File: src/rtl/pll_reconfig_ctrl_if.sv
// Configuration request channel between system control (master) and the
// PLL reconfiguration controller (slave).
interface pll_reconfig_ctrl_if;
    logic       cfg_valid;
    logic       cfg_ready;
    logic [9:0] cfg_idiv;
    logic [9:0] cfg_fdiv;
    logic [9:0] cfg_odiv0;
    logic [9:0] cfg_duty0;

    modport master (
        output cfg_valid,
        output cfg_idiv,
        output cfg_fdiv,
        output cfg_odiv0,
        output cfg_duty0,
        input  cfg_ready
    );

    modport slave (
        input  cfg_valid,
        input  cfg_idiv,
        input  cfg_fdiv,
        input  cfg_odiv0,
        input  cfg_duty0,
        output cfg_ready
    );
endinterface

File: src/rtl/pll_reconfig_ctrl.sv
// PLL dynamic-configuration and reset sequencer: applies divider settings,
// pulses pll_rst, qualifies a synchronized lock with timeout/retry, reports health.
module pll_reconfig_ctrl #(
    parameter int RST_CYCLES   = 16,
    parameter int LOCK_TIMEOUT = 50000,
    parameter int LOCK_STABLE  = 64,
    parameter int RETRY_MAX    = 3
) (
    input  logic                 clk,
    input  logic                 rst,
    pll_reconfig_ctrl_if.slave   cfg,
    input  logic                 pll_lock,
    output logic                 pll_rst,
    output logic [9:0]           dyn_idiv,
    output logic [9:0]           dyn_fdiv,
    output logic [9:0]           dyn_odiv0,
    output logic [9:0]           dyn_duty0,
    output logic                 clk_ok,
    output logic                 done,
    output logic                 err,
    output logic [7:0]           lock_loss_cnt
);
    localparam int RST_W = (RST_CYCLES > 1)   ? $clog2(RST_CYCLES)   : 1;
    localparam int TMR_W = $clog2(LOCK_TIMEOUT);
    localparam int STB_W = (LOCK_STABLE > 2)  ? $clog2(LOCK_STABLE)  : 1;
    localparam int RTY_W = $clog2(RETRY_MAX + 1);

    localparam logic [RST_W-1:0] RST_LAST  = RST_W'(RST_CYCLES - 1);
    localparam logic [TMR_W-1:0] TMR_LAST  = TMR_W'(LOCK_TIMEOUT - 1);
    // The WAIT_LOCK cycle that first sees lock_s counts as one qualified cycle.
    localparam logic [STB_W-1:0] STB_LAST  = STB_W'((LOCK_STABLE >= 2) ? LOCK_STABLE - 2 : 0);
    localparam logic [RTY_W-1:0] RETRY_LIM = RTY_W'(RETRY_MAX);

    typedef enum logic [2:0] {
        S_PLL_RST,
        S_WAIT_LOCK,
        S_STABLE,
        S_RUN,
        S_FAIL
    } state_t;

    state_t             state, state_nx;
    logic [RST_W-1:0]   rst_cnt, rst_cnt_nx;
    logic [TMR_W-1:0]   timer, timer_nx;
    logic [STB_W-1:0]   stb_cnt, stb_cnt_nx;
    logic [RTY_W-1:0]   retry, retry_nx, retry_inc;
    logic [7:0]         loss_nx;
    logic               lock_p0, lock_p1, lock_s;
    logic               ready, accept, cfg_zero, load, reject;

    function automatic logic [7:0] sat_inc8(input logic [7:0] v);
        return (v == 8'hFF) ? v : v + 8'd1;
    endfunction

    // Synchronizer stages for the asynchronous lock input
    always_ff @(posedge clk) begin
        if (rst) begin
            lock_p0 <= 1'b0;
            lock_p1 <= 1'b0;
        end else begin
            lock_p0 <= pll_lock;
            lock_p1 <= lock_p0;
        end
    end
    assign lock_s = lock_p1;

    assign ready         = (state == S_RUN) || (state == S_FAIL);
    assign cfg.cfg_ready = ready;
    assign pll_rst       = (state == S_PLL_RST);
    assign clk_ok        = (state == S_RUN);

    assign accept    = cfg.cfg_valid && ready;
    assign cfg_zero  = (cfg.cfg_idiv == 10'd0) || (cfg.cfg_fdiv == 10'd0) ||
                       (cfg.cfg_odiv0 == 10'd0) || (cfg.cfg_duty0 == 10'd0);
    assign retry_inc = retry + RTY_W'(1);

    always_comb begin
        state_nx   = state;
        rst_cnt_nx = rst_cnt;
        timer_nx   = timer;
        stb_cnt_nx = stb_cnt;
        retry_nx   = retry;
        loss_nx    = lock_loss_cnt;
        load       = 1'b0;
        reject     = 1'b0;

        case (state)
            S_PLL_RST: begin
                if (rst_cnt == RST_LAST) begin
                    state_nx = S_WAIT_LOCK;
                    timer_nx = '0;
                end else begin
                    rst_cnt_nx = rst_cnt + RST_W'(1);
                end
            end
            S_WAIT_LOCK: begin
                if (lock_s) begin
                    if (LOCK_STABLE == 1) begin
                        state_nx = S_RUN;
                        retry_nx = '0;
                    end else begin
                        state_nx   = S_STABLE;
                        stb_cnt_nx = '0;
                    end
                end else if (timer == TMR_LAST) begin
                    retry_nx = retry_inc;
                    if (retry_inc < RETRY_LIM) begin
                        state_nx   = S_PLL_RST;
                        rst_cnt_nx = '0;
                    end else begin
                        state_nx = S_FAIL;
                    end
                end else begin
                    timer_nx = timer + TMR_W'(1);
                end
            end
            S_STABLE: begin
                // Timer is kept on a glitch so the attempt stays bounded.
                if (!lock_s) begin
                    state_nx = S_WAIT_LOCK;
                end else if (stb_cnt == STB_LAST) begin
                    state_nx = S_RUN;
                    retry_nx = '0;
                end else begin
                    stb_cnt_nx = stb_cnt + STB_W'(1);
                end
            end
            S_RUN: begin
                if (!lock_s) begin
                    state_nx = S_WAIT_LOCK;
                    timer_nx = '0;
                    loss_nx  = sat_inc8(lock_loss_cnt);
                end
            end
            S_FAIL: begin
                state_nx = S_FAIL;
            end
            default: begin
                state_nx   = S_PLL_RST;
                rst_cnt_nx = '0;
            end
        endcase

        if (accept) begin
            if (cfg_zero) begin
                reject = 1'b1;
            end else begin
                load       = 1'b1;
                state_nx   = S_PLL_RST;
                rst_cnt_nx = '0;
                retry_nx   = '0;
            end
        end
    end

    always_ff @(posedge clk) begin
        if (rst) begin
            state         <= S_PLL_RST;
            rst_cnt       <= '0;
            timer         <= '0;
            stb_cnt       <= '0;
            retry         <= '0;
            lock_loss_cnt <= 8'd0;
            done          <= 1'b0;
            err           <= 1'b0;
        end else begin
            state         <= state_nx;
            rst_cnt       <= rst_cnt_nx;
            timer         <= timer_nx;
            stb_cnt       <= stb_cnt_nx;
            retry         <= retry_nx;
            lock_loss_cnt <= loss_nx;
            done          <= (state_nx == S_RUN) && (state != S_RUN);
            err           <= reject || ((state_nx == S_FAIL) && (state != S_FAIL));
        end
    end

    // Settings register: power-up defaults, otherwise changes only on accept
    always_ff @(posedge clk) begin
        if (rst) begin
            dyn_idiv  <= 10'd2;
            dyn_fdiv  <= 10'd32;
            dyn_odiv0 <= 10'd100;
            dyn_duty0 <= 10'd100;
        end else if (load) begin
            dyn_idiv  <= cfg.cfg_idiv;
            dyn_fdiv  <= cfg.cfg_fdiv;
            dyn_odiv0 <= cfg.cfg_odiv0;
            dyn_duty0 <= cfg.cfg_duty0;
        end
    end
endmodule

File: src/flat_wrapper.sv
// flat-port wrapper written by rule: the top's interface ports become plain ports
module pll_reconfig_ctrl_flat 
#(
    parameter int RST_CYCLES   = 16,
    parameter int LOCK_TIMEOUT = 50000,
    parameter int LOCK_STABLE  = 64,
    parameter int RETRY_MAX    = 3
)
  (clk, rst, pll_lock, pll_rst, dyn_idiv, dyn_fdiv, dyn_odiv0, dyn_duty0, clk_ok, done, err, lock_loss_cnt, cfg_cfg_valid, cfg_cfg_idiv, cfg_cfg_fdiv, cfg_cfg_odiv0, cfg_cfg_duty0, cfg_cfg_ready);
  pll_reconfig_ctrl_if cfg_i ();
  input  logic clk;
  input  logic rst;
  input  logic pll_lock;
  output logic pll_rst;
  output logic [9:0] dyn_idiv;
  output logic [9:0] dyn_fdiv;
  output logic [9:0] dyn_odiv0;
  output logic [9:0] dyn_duty0;
  output logic clk_ok;
  output logic done;
  output logic err;
  output logic [7:0] lock_loss_cnt;
  input wire logic [$bits(cfg_i.cfg_valid)-1:0] cfg_cfg_valid;
  input wire logic [$bits(cfg_i.cfg_idiv)-1:0] cfg_cfg_idiv;
  input wire logic [$bits(cfg_i.cfg_fdiv)-1:0] cfg_cfg_fdiv;
  input wire logic [$bits(cfg_i.cfg_odiv0)-1:0] cfg_cfg_odiv0;
  input wire logic [$bits(cfg_i.cfg_duty0)-1:0] cfg_cfg_duty0;
  output wire logic [$bits(cfg_i.cfg_ready)-1:0] cfg_cfg_ready;
  assign cfg_i.cfg_valid = cfg_cfg_valid;
  assign cfg_i.cfg_idiv = cfg_cfg_idiv;
  assign cfg_i.cfg_fdiv = cfg_cfg_fdiv;
  assign cfg_i.cfg_odiv0 = cfg_cfg_odiv0;
  assign cfg_i.cfg_duty0 = cfg_cfg_duty0;
  assign cfg_cfg_ready = cfg_i.cfg_ready;
  pll_reconfig_ctrl #(.RST_CYCLES(RST_CYCLES), .LOCK_TIMEOUT(LOCK_TIMEOUT), .LOCK_STABLE(LOCK_STABLE), .RETRY_MAX(RETRY_MAX)) u_core (.clk(clk), .rst(rst), .cfg(cfg_i), .pll_lock(pll_lock), .pll_rst(pll_rst), .dyn_idiv(dyn_idiv), .dyn_fdiv(dyn_fdiv), .dyn_odiv0(dyn_odiv0), .dyn_duty0(dyn_duty0), .clk_ok(clk_ok), .done(done), .err(err), .lock_loss_cnt(lock_loss_cnt));
endmodule
File: config.mk
export PLATFORM = sky130hd
export DESIGN_NAME = pll_reconfig_ctrl_flat
export DESIGN_NICKNAME = d
export VERILOG_FILES = /design/src/rtl/pll_reconfig_ctrl_if.sv /design/src/rtl/pll_reconfig_ctrl.sv /design/src/flat_wrapper.sv
export SDC_FILE = /design/constraint.sdc
export NUM_CORES = 1
export LEC_CHECK = 0
export CAP_MARGIN = 20
export CORE_MARGIN = 5
export CORE_UTILIZATION = 45
export CTS_BUF_LIST = sky130_fd_sc_hd__clkbuf_2 sky130_fd_sc_hd__clkbuf_4 sky130_fd_sc_hd__clkbuf_8
export DETAILED_ROUTE_END_ITERATION = 10
export MAX_ROUTING_LAYER = met4
export PLACE_DENSITY = 0.74
export REMOVE_ABC_BUFFERS = 1
export SETUP_SLACK_MARGIN = 0.2
export SYNTH_ARGS = -nofsm -noshare
export SYNTH_HDL_FRONTEND = slang
export SYNTH_SLANG_ARGS = --single-unit
File: constraint.sdc
create_clock -name clk -period 2.85 [get_ports clk]
set_clock_uncertainty 0.05 [all_clocks]
set_input_delay 0.285 -clock clk [delete_from_list [all_inputs] [get_ports clk]]
set_output_delay 0.285 -clock clk [all_outputs]
set_load 0.05 [all_outputs]
==> summary.md, run 1 <==
| Metric | Value |
|---|---|
| Status | complete, no violations |
| Crit Path Max Fanout | 8 |
| Adder-cell share of the synthesized area | 1.90% |
| Pin slew with the least headroom to its limit | 0.645 ns |
| Wire per inst | 14.7 um |
| Hold Slack | 0.342 ns |
| Worst setup SP type | flip-flop |
| Fill cell count | 757 |
| PD cells | 415 nW/um^2 |
| Antenna Nets Post-Route | 0 |
| Core area | 8640 sq um |
| Max-slew headroom | 56.9% |
| Largest family of logic cells by synthesized area | simple AND/OR/NAND/NOR gates |
| Clock Pin Slew Worst Setup and Hold Paths | 0.08 ns |
| Critical path class | flip-flop to primary output |
| Ant diodes | 0 |
| CTS Buf Count | 9 |
| VDD IR max | 0.254 mV |
| # hold bufs at CTS | 0 |
| Initial antenna violation count | 0 |
| Final wirelength | 9500 um |
| Starting Density | 45.9% |
| Non-Filler Instances | 648 |
| Hold Fails Final Rpt | 0 |
| Root buffer cell | clkbuf_8 |
| Total gr overflow | 0 |
| Fmax | 404 MHz |
| Arr. time, crit path | 2.14 ns |
| Main synth FF type | dfxtp_1 |
| Layout Area Growth over Synthesis | 31.8% |
| Slew Viols, Final | 0 |
| Synth warn | 0 |
| Number of synthesized flops with an enable pin | 0 |
| Clock Path Buffers | 2 |
| Pre-CTS WS | 0.464 ns |
| # IOs | 97 |
| Post-Synthesis Cells | 446 |
| Worst Path Required | 2.52 ns |
| Layout cells sized above 1 | 5.19% |
| Synth Area in Compound Gates | 9.44% |
| Final worst path period need | 2.48 ns |
| Die span in x | 104 um |
| Htree depth | 3 |
| DR vias/cell | 5.27 |
| Most frequent cells in the layout | 94 x clkdlybuf4s50_1, 83 x dfxtp_1, 64 x nand2b_1 |
| Leakage | 1.73 nW |
| Final period utilization | 86.9% |
| Most common library cell in the layout ignoring fill and taps | clkdlybuf4s50_1 |
| R2R depth | 7 |
| Hold_sp | rst |
| Flops & latches, synth | 83 |
| Number of global-route vias before repair | 3297 |
| Mapped Avg Cell Area | 8.88 sq um |
| Pre-Repair DR Iteration Count | 4 |
| Worst-skew pair later-pin latency | 0.35 ns |
| Largest net degree at the start of global routing | 40 |
| DRC viols | 0 |
| WHS Endpoint | u_core.lock_loss_cnt[2]$_SDFFE_PP0P_ |
| CTS Sinks | 83 |
| FP Rows | 34 |
| Xor and xnor area share after synthesis | 2.87% |
| Async SR Flop Fraction | 0% |
| Crit Reg-Reg Endpoint | u_core.timer[11]$_SDFFE_PP0P_ |
| Yosys cell types | 45 |
| Final setup vio count | 0 |
| Setup crit start | u_core.state[2]$_SDFF_PP0_ |
| Post-CTS setup buffer count | 0 |
| Register area share after synthesis | 41.9% |
| First-pass GRT wire length | 15800 um |
| Post-synthesis simple-gate area fraction | 29.8% |
| Die Height | 104 um |
| Maximum Capacitance Violations | 0 |
| PortBufs | 96 |
| Placed wire-length estimate | 6850 um |
| DR iter-0 viols | 140 |
| Crit path capture type | primary output |
| Final nets | 585 |
| Multiplexer share of the synthesized area | 10.4% |
| Reg-to-reg slack, setup | 0.49 ns |
| Placed Cells | 632 |
| CTS tree | built |
| Hold Path Class | input port to flip-flop |
| DR vias | 3414 |
| Worst flop-to-flop path startpoint | u_core.rst_cnt[0]$_SDFF_PP0_ |
| WHS Path Cells | 2 |
| Total GRT Usage | 18.0% |
| RSZ-0062 raised after global routing | no |
| Gp weighted congestion | 0.795 |
| Post-Syn Area | 3960 sq um |
| Setup WS post-layout | 0.373 ns |
| Die footprint | 10800 sq um |
-- cell type report --
| type | instances | area (sq um) | area share (%) |
|---|---|---|---|
| timing repair buffer | 102 | 1020 | 19.5 |
| clock inverter | 6 | 65.1 | 1.25 |
| inverter | 11 | 41.3 | 0.791 |
| multi-input combinational | 328 | 2160 | 41.4 |
| clock buffer | 10 | 138 | 2.64 |
| sequential | 83 | 1660 | 31.8 |
| tap | 108 | 135 | 2.59 |
-- Yosys cell counts, drive strengths merged, types with 5 or more instances --
cell type | instances | area, sq um
dfxtp | 83 | 1660
nand2b | 64 | 400
nor2 | 43 | 161
mux2i | 41 | 410
a21oi | 26 | 130
nand3 | 22 | 110
clkbuf | 16 | 60.1
nand2 | 14 | 52.6
o31ai | 12 | 90.1
or4 | 12 | 90.1
inv | 11 | 41.3
nand4 | 11 | 68.8
o21ai | 11 | 55.1
nor4 | 10 | 77.6
buf | 8 | 42.5
xor2 | 7 | 61.3
and3 | 6 | 37.5
ha | 6 | 75.1
xnor2 | 6 | 52.6
nor3 | 5 | 25.0
-- repair_timing --
item	CTS	global route
setup endpoints to repair	0	1
gates resized for setup	0	1
endpoints found under the hold margin	0	0
-- report_power, final --
group	leakage [nW]	total, mW	internal, mW	switching, mW
Combinational	0.960	0.136	0.0812	0.0548
Clock	0.102	0.861	0.429	0.433
Sequential	0.670	1.17	1.16	0.00482
Total	1.73	2.17	1.67	0.492
-- worst max-delay path, stage by stage (launching register included) --
cell	delay [ns]
dfxtp_1	0.48
inv_1	0.18
o21ai_1	0.25
clkdlybuf4s50_1	0.87
-- stage by stage --
step	util (%)	total power, mW	TNS, ns	area, sq um
3_5_place_dp	58.1	1.33	0	5010
2_1_floorplan	-	1.24	-73.32	3860
6_report	60.4	2.17	0	5220
5_1_grt	60.4	2.26	0	5220
4_1_cts	60.4	2.19	0	5220
3_3_place_gp	58.1	1.33	0	5010
-- cell families (layout without fill, tap and decap cells) --
group / Yosys count / after routing
AND/OR/NAND/NOR: 207 / 207
flip-flops: 83 / 83
AO/OA/AOI/OAI: 61 / 61
multiplexers: 41 / 41
buffers and inverters: 35 / 129
XOR/XNOR: 13 / 13
adder cells (fa/ha/maj): 6 / 6
-- worst max-delay path by stage --
stage,to,cells after the start
detailed placement,u_core.dyn_fdiv[2]$_SDFFE_PP0P_,7
global route,cfg_cfg_ready,3
global placement,u_core.dyn_fdiv[7]$_SDFFE_PP0P_,7
finish,cfg_cfg_ready,3
floorplan,u_core.dyn_duty0[0]$_SDFFE_PP0P_,5
CTS,pll_rst,3
-- layer usage --
layer,up-vias,global-route usage [%],wire length [um]
li1,1756,-,-
met1,1554,23.2,4420
met2,93,26.3,4200
met3,11,6.34,731
met4,0,6.11,139
met5,-,-,0
-- registers in the layout, summed over array words and instances, names as in the netlist --
register	cells
u_core.dyn_fdiv	10
u_core.timer	16
u_core.err	1
u_core.dyn_duty0	10
u_core.rst_cnt	4
u_core.stb_cnt	6
u_core.state	3
u_core.done	1
u_core.lock_p0	1
u_core.dyn_odiv0	10
u_core.dyn_idiv	10
u_core.retry	2
u_core.lock_p1	1
u_core.lock_loss_cnt	8
No activity file was read; power rests on OpenSTA's default activity.
==> run 2, diff against run 1 <==
- HOLD_SLACK_MARGIN: default -> 0.08
==> results of run 2 <==
No change in the layout: final DEF, timing and power equal those of run 1.
